## config.mk

```make
export PLATFORM = sky130hd
export DESIGN_NAME = router_output_arbiter
export DESIGN_NICKNAME = d
export VERILOG_FILES = /design/src/rtl/router_output_arbiter.sv
export SDC_FILE = /design/constraint.sdc
export NUM_CORES = 1
export LEC_CHECK = 0
export CAP_MARGIN = 40
export CORE_MARGIN = 2
export CORE_UTILIZATION = 41
export CTS_CLUSTER_DIAMETER = 150
export DETAILED_ROUTE_END_ITERATION = 8
export PLACE_DENSITY = 0.87
export SLEW_MARGIN = 20
export SYNTH_ARGS = -nofsm -noshare
export SYNTH_HDL_FRONTEND = slang
export SYNTH_SLANG_ARGS = --single-unit
```

## constraint.sdc

```tcl
create_clock -name clk -period 3.6 [get_ports clk]
set_clock_uncertainty 0.1 [all_clocks]
set_input_delay 0.54 -clock clk [delete_from_list [all_inputs] [get_ports clk]]
set_output_delay 0.54 -clock clk [all_outputs]
set_load 0.005 [all_outputs]
```

## src/rtl/router_output_arbiter.sv

```systemverilog
// ---------------------------------------------------------------------------
// router_output_arbiter
//
// Shares one quadtree router output link between NUM_REQ input-port buffers.
// A round-robin arbiter picks one requesting buffer per cycle and holds that
// choice until the packet tail has gone out. Downstream buffer space is
// tracked with a credit counter: a flit goes out only while a credit is in
// hand, and each returned credit pulse gives one slot back.
//
// Ports
//   clk               system clock
//   rst               synchronous, active-high reset
//   req_valid[i]      head flit of input buffer i is valid
//   req_last[i]       head flit of input buffer i is the packet tail
//   req_data          head flits, slice i = [i*FLIT_WIDTH +: FLIT_WIDTH]
//   grant[i]          one-hot, combinational; pops input buffer i this cycle
//   out_data_valid    registered flit-valid toward the downstream node
//   out_data          registered flit toward the downstream node
//   downstream_credit one-cycle pulse, downstream freed one buffer slot
//   credit_err        sticky; a credit came back while the counter was full
// ---------------------------------------------------------------------------
module router_output_arbiter #(
    parameter int NUM_REQ      = 4,
    parameter int FLIT_WIDTH   = 32,
    parameter int CREDIT_DEPTH = 4
) (
    input  logic                          clk,
    input  logic                          rst,
    input  logic [NUM_REQ-1:0]            req_valid,
    input  logic [NUM_REQ-1:0]            req_last,
    input  logic [NUM_REQ*FLIT_WIDTH-1:0] req_data,
    output logic [NUM_REQ-1:0]            grant,
    output logic                          out_data_valid,
    output logic [FLIT_WIDTH-1:0]         out_data,
    input  logic                          downstream_credit,
    output logic                          credit_err
);

    localparam int PTR_W = (NUM_REQ > 1) ? $clog2(NUM_REQ) : 1;
    localparam int CNT_W = $clog2(CREDIT_DEPTH + 1);
    localparam logic [CNT_W-1:0] CNT_MAX = CNT_W'(CREDIT_DEPTH);

    typedef enum logic {
        IDLE,
        LOCKED
    } state_t;

    state_t                 state;
    logic [PTR_W-1:0]       ptr;
    logic [PTR_W-1:0]       owner;
    logic [CNT_W-1:0]       cnt;
    logic [CNT_W-1:0]       cnt_next;
    logic [PTR_W-1:0]       sel;
    logic                   send;
    logic                   credit_err_q;
    logic                   vld_p1;
    logic [FLIT_WIDTH-1:0]  flit_p1;

    // Requester index base+step, wrapped into 0..NUM_REQ-1.
    function automatic logic [PTR_W-1:0] wrap_inc(input logic [PTR_W-1:0] base,
                                                  input int step);
        int sum;
        sum = int'(base) + step;
        if (sum >= NUM_REQ) begin
            sum = sum - NUM_REQ;
        end
        return PTR_W'(sum);
    endfunction

    // Credit counter update, saturating at CREDIT_DEPTH. A send and a
    // credit in the same cycle cancel. Underflow cannot happen because
    // send is never raised at zero.
    function automatic logic [CNT_W-1:0] credit_next(input logic [CNT_W-1:0] c,
                                                     input logic            snd,
                                                     input logic            crd);
        if (snd && !crd) begin
            return c - CNT_W'(1);
        end
        if (!snd && crd && (c != CNT_MAX)) begin
            return c + CNT_W'(1);
        end
        return c;
    endfunction

    // Stage p0: arbitration on the current head flits.
    always_comb begin
        logic [PTR_W-1:0] cand;
        grant = '0;
        sel   = '0;
        send  = 1'b0;
        cand  = '0;
        // A credit arriving this cycle is not counted yet, so cnt == 0
        // blocks the grant even when downstream_credit is high.
        if (!rst && (cnt != '0)) begin
            if (state == LOCKED) begin
                if (req_valid[owner]) begin
                    send = 1'b1;
                    sel  = owner;
                end
            end else begin
                for (int k = 0; k < NUM_REQ; k++) begin
                    cand = wrap_inc(ptr, k);
                    if (!send && req_valid[cand]) begin
                        send = 1'b1;
                        sel  = cand;
                    end
                end
            end
        end
        if (send) begin
            grant[sel] = 1'b1;
        end
    end

    assign cnt_next = credit_next(cnt, send, downstream_credit);

    // Stage p1: registered output link, credit counter and arbitration state.
    always_ff @(posedge clk) begin
        if (rst) begin
            state        <= IDLE;
            ptr          <= '0;
            owner        <= '0;
            cnt          <= CNT_MAX;
            credit_err_q <= 1'b0;
            vld_p1       <= 1'b0;
            flit_p1      <= '0;
        end else begin
            vld_p1 <= send;
            if (send) begin
                flit_p1 <= req_data[int'(sel)*FLIT_WIDTH +: FLIT_WIDTH];
            end

            cnt <= cnt_next;
            // A send in the same cycle consumes the slot the credit frees,
            // so only a credit at a full counter with no send is an error.
            if (downstream_credit && !send && (cnt == CNT_MAX)) begin
                credit_err_q <= 1'b1;
            end

            if (send) begin
                if (req_last[sel]) begin
                    state <= IDLE;
                    ptr   <= wrap_inc(sel, 1);
                end else begin
                    state <= LOCKED;
                    owner <= sel;
                end
            end
        end
    end

    assign out_data_valid = vld_p1;
    assign out_data       = flit_p1;
    assign credit_err     = credit_err_q;

endmodule

```

==> out/qor.yml <==
drc_errors: 0
cts_tree: "yes"
num_vias: 3424
place.gp.congestion: 0.913
power_density_mw_per_mm2: 552
finalWorstPathRequiredPeriod_ns: 3.51
coreArea_sq_mm: 0.00687
maxSlewViolCount: 0
grt_pass1_vias: 3296
finalSetupViolations: 0
hold_path_class: "reg -> reg"
track_usage_pct: 23.7
pin_count: 177
clk_latency_ns: 0.29
start_util_pct: 42.8
max_cap_viol_count: 0
ys.flop_type: "dfxtp_1"
crit_type: "in -> out"
timing.final.ws_setup_ns: 0.0877
numClockSinks: 42
p_leak_nw: 1.93
cts-root-buf: "clkbuf_8"
port_buffers: 176
synth_area_leaders: "dfxtp_1 29%, nand2_1 17%, nand3_1 11%, a31o_1 9.5%, nor3b_1 8.4%"
yosys_register_bits: 42
die-area_sq_mm: 0.00787
fin_cells: 669
place_hpwl_mm: 7.39
drive_gt1_share_pct: 5.41
num_rows: 30
placed_cells: 662
final_area_sq_mm: 0.00482
hold_depth: 2
syn2layout_area_growth_pct: 63.7
end_kind: "output pin"
path_max_fanout: 8
drt_iter0_markers: 138
drt_wl_total_mm: 9.49
yosysTopAreaCell: "dfxtp_1"
synth_nets: 557
drt_pre_antenna_iters: 4
outcome: "finished clean"
post-route-period-util_pct: 97.6
via_per_inst: 5.12
syn_area_sq_mm: 0.00294
wl_per_cell_um: 14.2
syn_inst: 411
path_clk_slew_ns: 0.08
grt_max_degree: 56
relSlewSlack_pct: 63.6
ys_seq_area_share_pct: 28.6
antenna_found_initial: 0
hold_buffers: 0
ant_nets: 0
antenna_cells: 0
hold_viol_final: 0
timing.fmax_mhz: 285
gr-total-overflow: 0
numCtsBuffers: 5
required_ns: 2.96
htreeDepth: 2
worstRegToRegCells: 9
cp.arrival_ns: 2.87
start_kind: "input pin"
num-nets-final: 719
die_width_um: 88.7
tightest_slew_ns: 0.546
utilization_pct: 70.1
dp_slack_ns: -0.0111
synth_top_cell_area_share_pct: 28.6
syn_area_per_cell_sq_um: 7.16
power_mw: 2.66
synth_edf_count: 0
async_flop_share_pct: 0
ys_types: 45
ctsLongestPathBuffers: 2
dpl-instance-area_sq_mm: 0.00473
die_h_um: 88.7
max-vdd-ir-drop_mv: 0.201
grt_pass1_wl_mm: 14.8
yosysWarnings: 0
logic make-up after synthesis:
group                      Yosys count  synth area share (%)
buffers and inverters               46                  8.38
AOI/OAI and AO/OA                   54                  15.3
and+or+nand+nor                    255                  41.5
DFF                                 42                  28.6
adders and majority gates            7                  2.98
xor gates and xnor gates             1                 0.298
muxes                                6                  3.06
report_power, final:
group	internal [mW]	switching [mW]	total, mW
sequential	0.669	0.110	0.779
clock	0.134	0.153	0.286
combinational	0.860	0.736	1.60
metal layers:
| metal | vias up | share of wire, % | routed length (um) | global-route usage [%] |
|---|---|---|---|---|
| li1 | 1735 | - | - | - |
| met1 | 1549 | 40 | 3840 | 27.4 |
| met2 | 132 | 51 | 4860 | 43.6 |
| met3 | 8 | 7.5 | 711 | 6.25 |
| met4 | 0 | 0.81 | 77 | 4.96 |
| met5 | - | 0 | 0 | 0 |
layout by cell type, fill, tap and decap left out, types with 2 or more instances in the layout:
cell / count
a21oi_1: 6
a221oi_1: 2
a31o_1: 32
and2_1: 4
buf_4: 12
clkbuf_1: 2
clkbuf_8: 5
clkdlybuf4s50_1: 176
dfxtp_1: 42
ha_1: 7
inv_1: 10
inv_2: 2
mux2i_1: 3
nand2_1: 133
nand2b_1: 2
nand3_1: 66
nor2_1: 7
nor3b_1: 33
o21ai_0: 2
critical path: stages:
cell             delay, ns
clkdlybuf4s50_1       0.58
nor2b_2               0.23
a221oi_1              0.11
o32ai_2               0.32
nand2_2               0.19
inv_2                 0.13
ha_1                  0.16
and2_1                0.12
clkdlybuf4s50_1       0.49
flip-flops by register name, indices dropped and copies added, names as in the netlist:
register and flops:
cnt 3, credit_err 1, out_data 32, out_data_valid 1
owner 2, ptr 2, state 1
timing repair:
action                                  in CTS  in global routing
endpoints found under the setup margin       1                  4
setup buffers                                0                  0
gates resized for setup                      1                  2
hold endpoints to repair                     0                  0
final timing paths:
kind	start	endpoint	slack, ns
max	req_valid[2]	grant[3]	0.09
min reg2reg	credit_err$_SDFFE_PP0P_	credit_err$_SDFFE_PP0P_	0.42
max reg2reg	cnt[0]$_SDFFE_PP0P_	ptr[1]$_SDFFE_PP0P_	0.74
min	credit_err$_SDFFE_PP0P_	credit_err$_SDFFE_PP0P_	0.42
synth_stat cells, types with 2 or more instances:
cell type	number
nand2_1	134
nand3_1	66
dfxtp_1	42
nor3b_1	33
a31o_1	32
buf_2	13
clkbuf_1	13
inv_1	10
ha_1	7
nor2_1	7
a21oi_1	6
buf_6	6
and2_1	4
mux2i_1	3
a221oi_1	2
inv_2	2
nand2b_1	2
o21ai_0	2
metrics by stage:
| stage | TNS [ns] | hold slack [ns] |
|---|---|---|
| 5_1_grt | -0.0289 | 0.432 |
| 2_1_floorplan | 0 | 0.365 |
| 6_report | 0 | 0.419 |
| 4_1_cts | 0 | 0.421 |
| 3_3_place_gp | 0 | 0.377 |
| 3_5_place_dp | -0.0111 | 0.400 |
layout make-up:
| class | count | area [sq um] |
|---|---|---|
| multi-input cells | 323 | 1870 |
| well taps | 96 | 120 |
| flip-flops and latches | 42 | 841 |
| repair buffers | 188 | 1850 |
| inverters | 13 | 61.3 |
| fillers | 563 | 2050 |
| clock buffers | 7 | 76.3 |
Note: power is estimated with default switching activity, not from simulation.
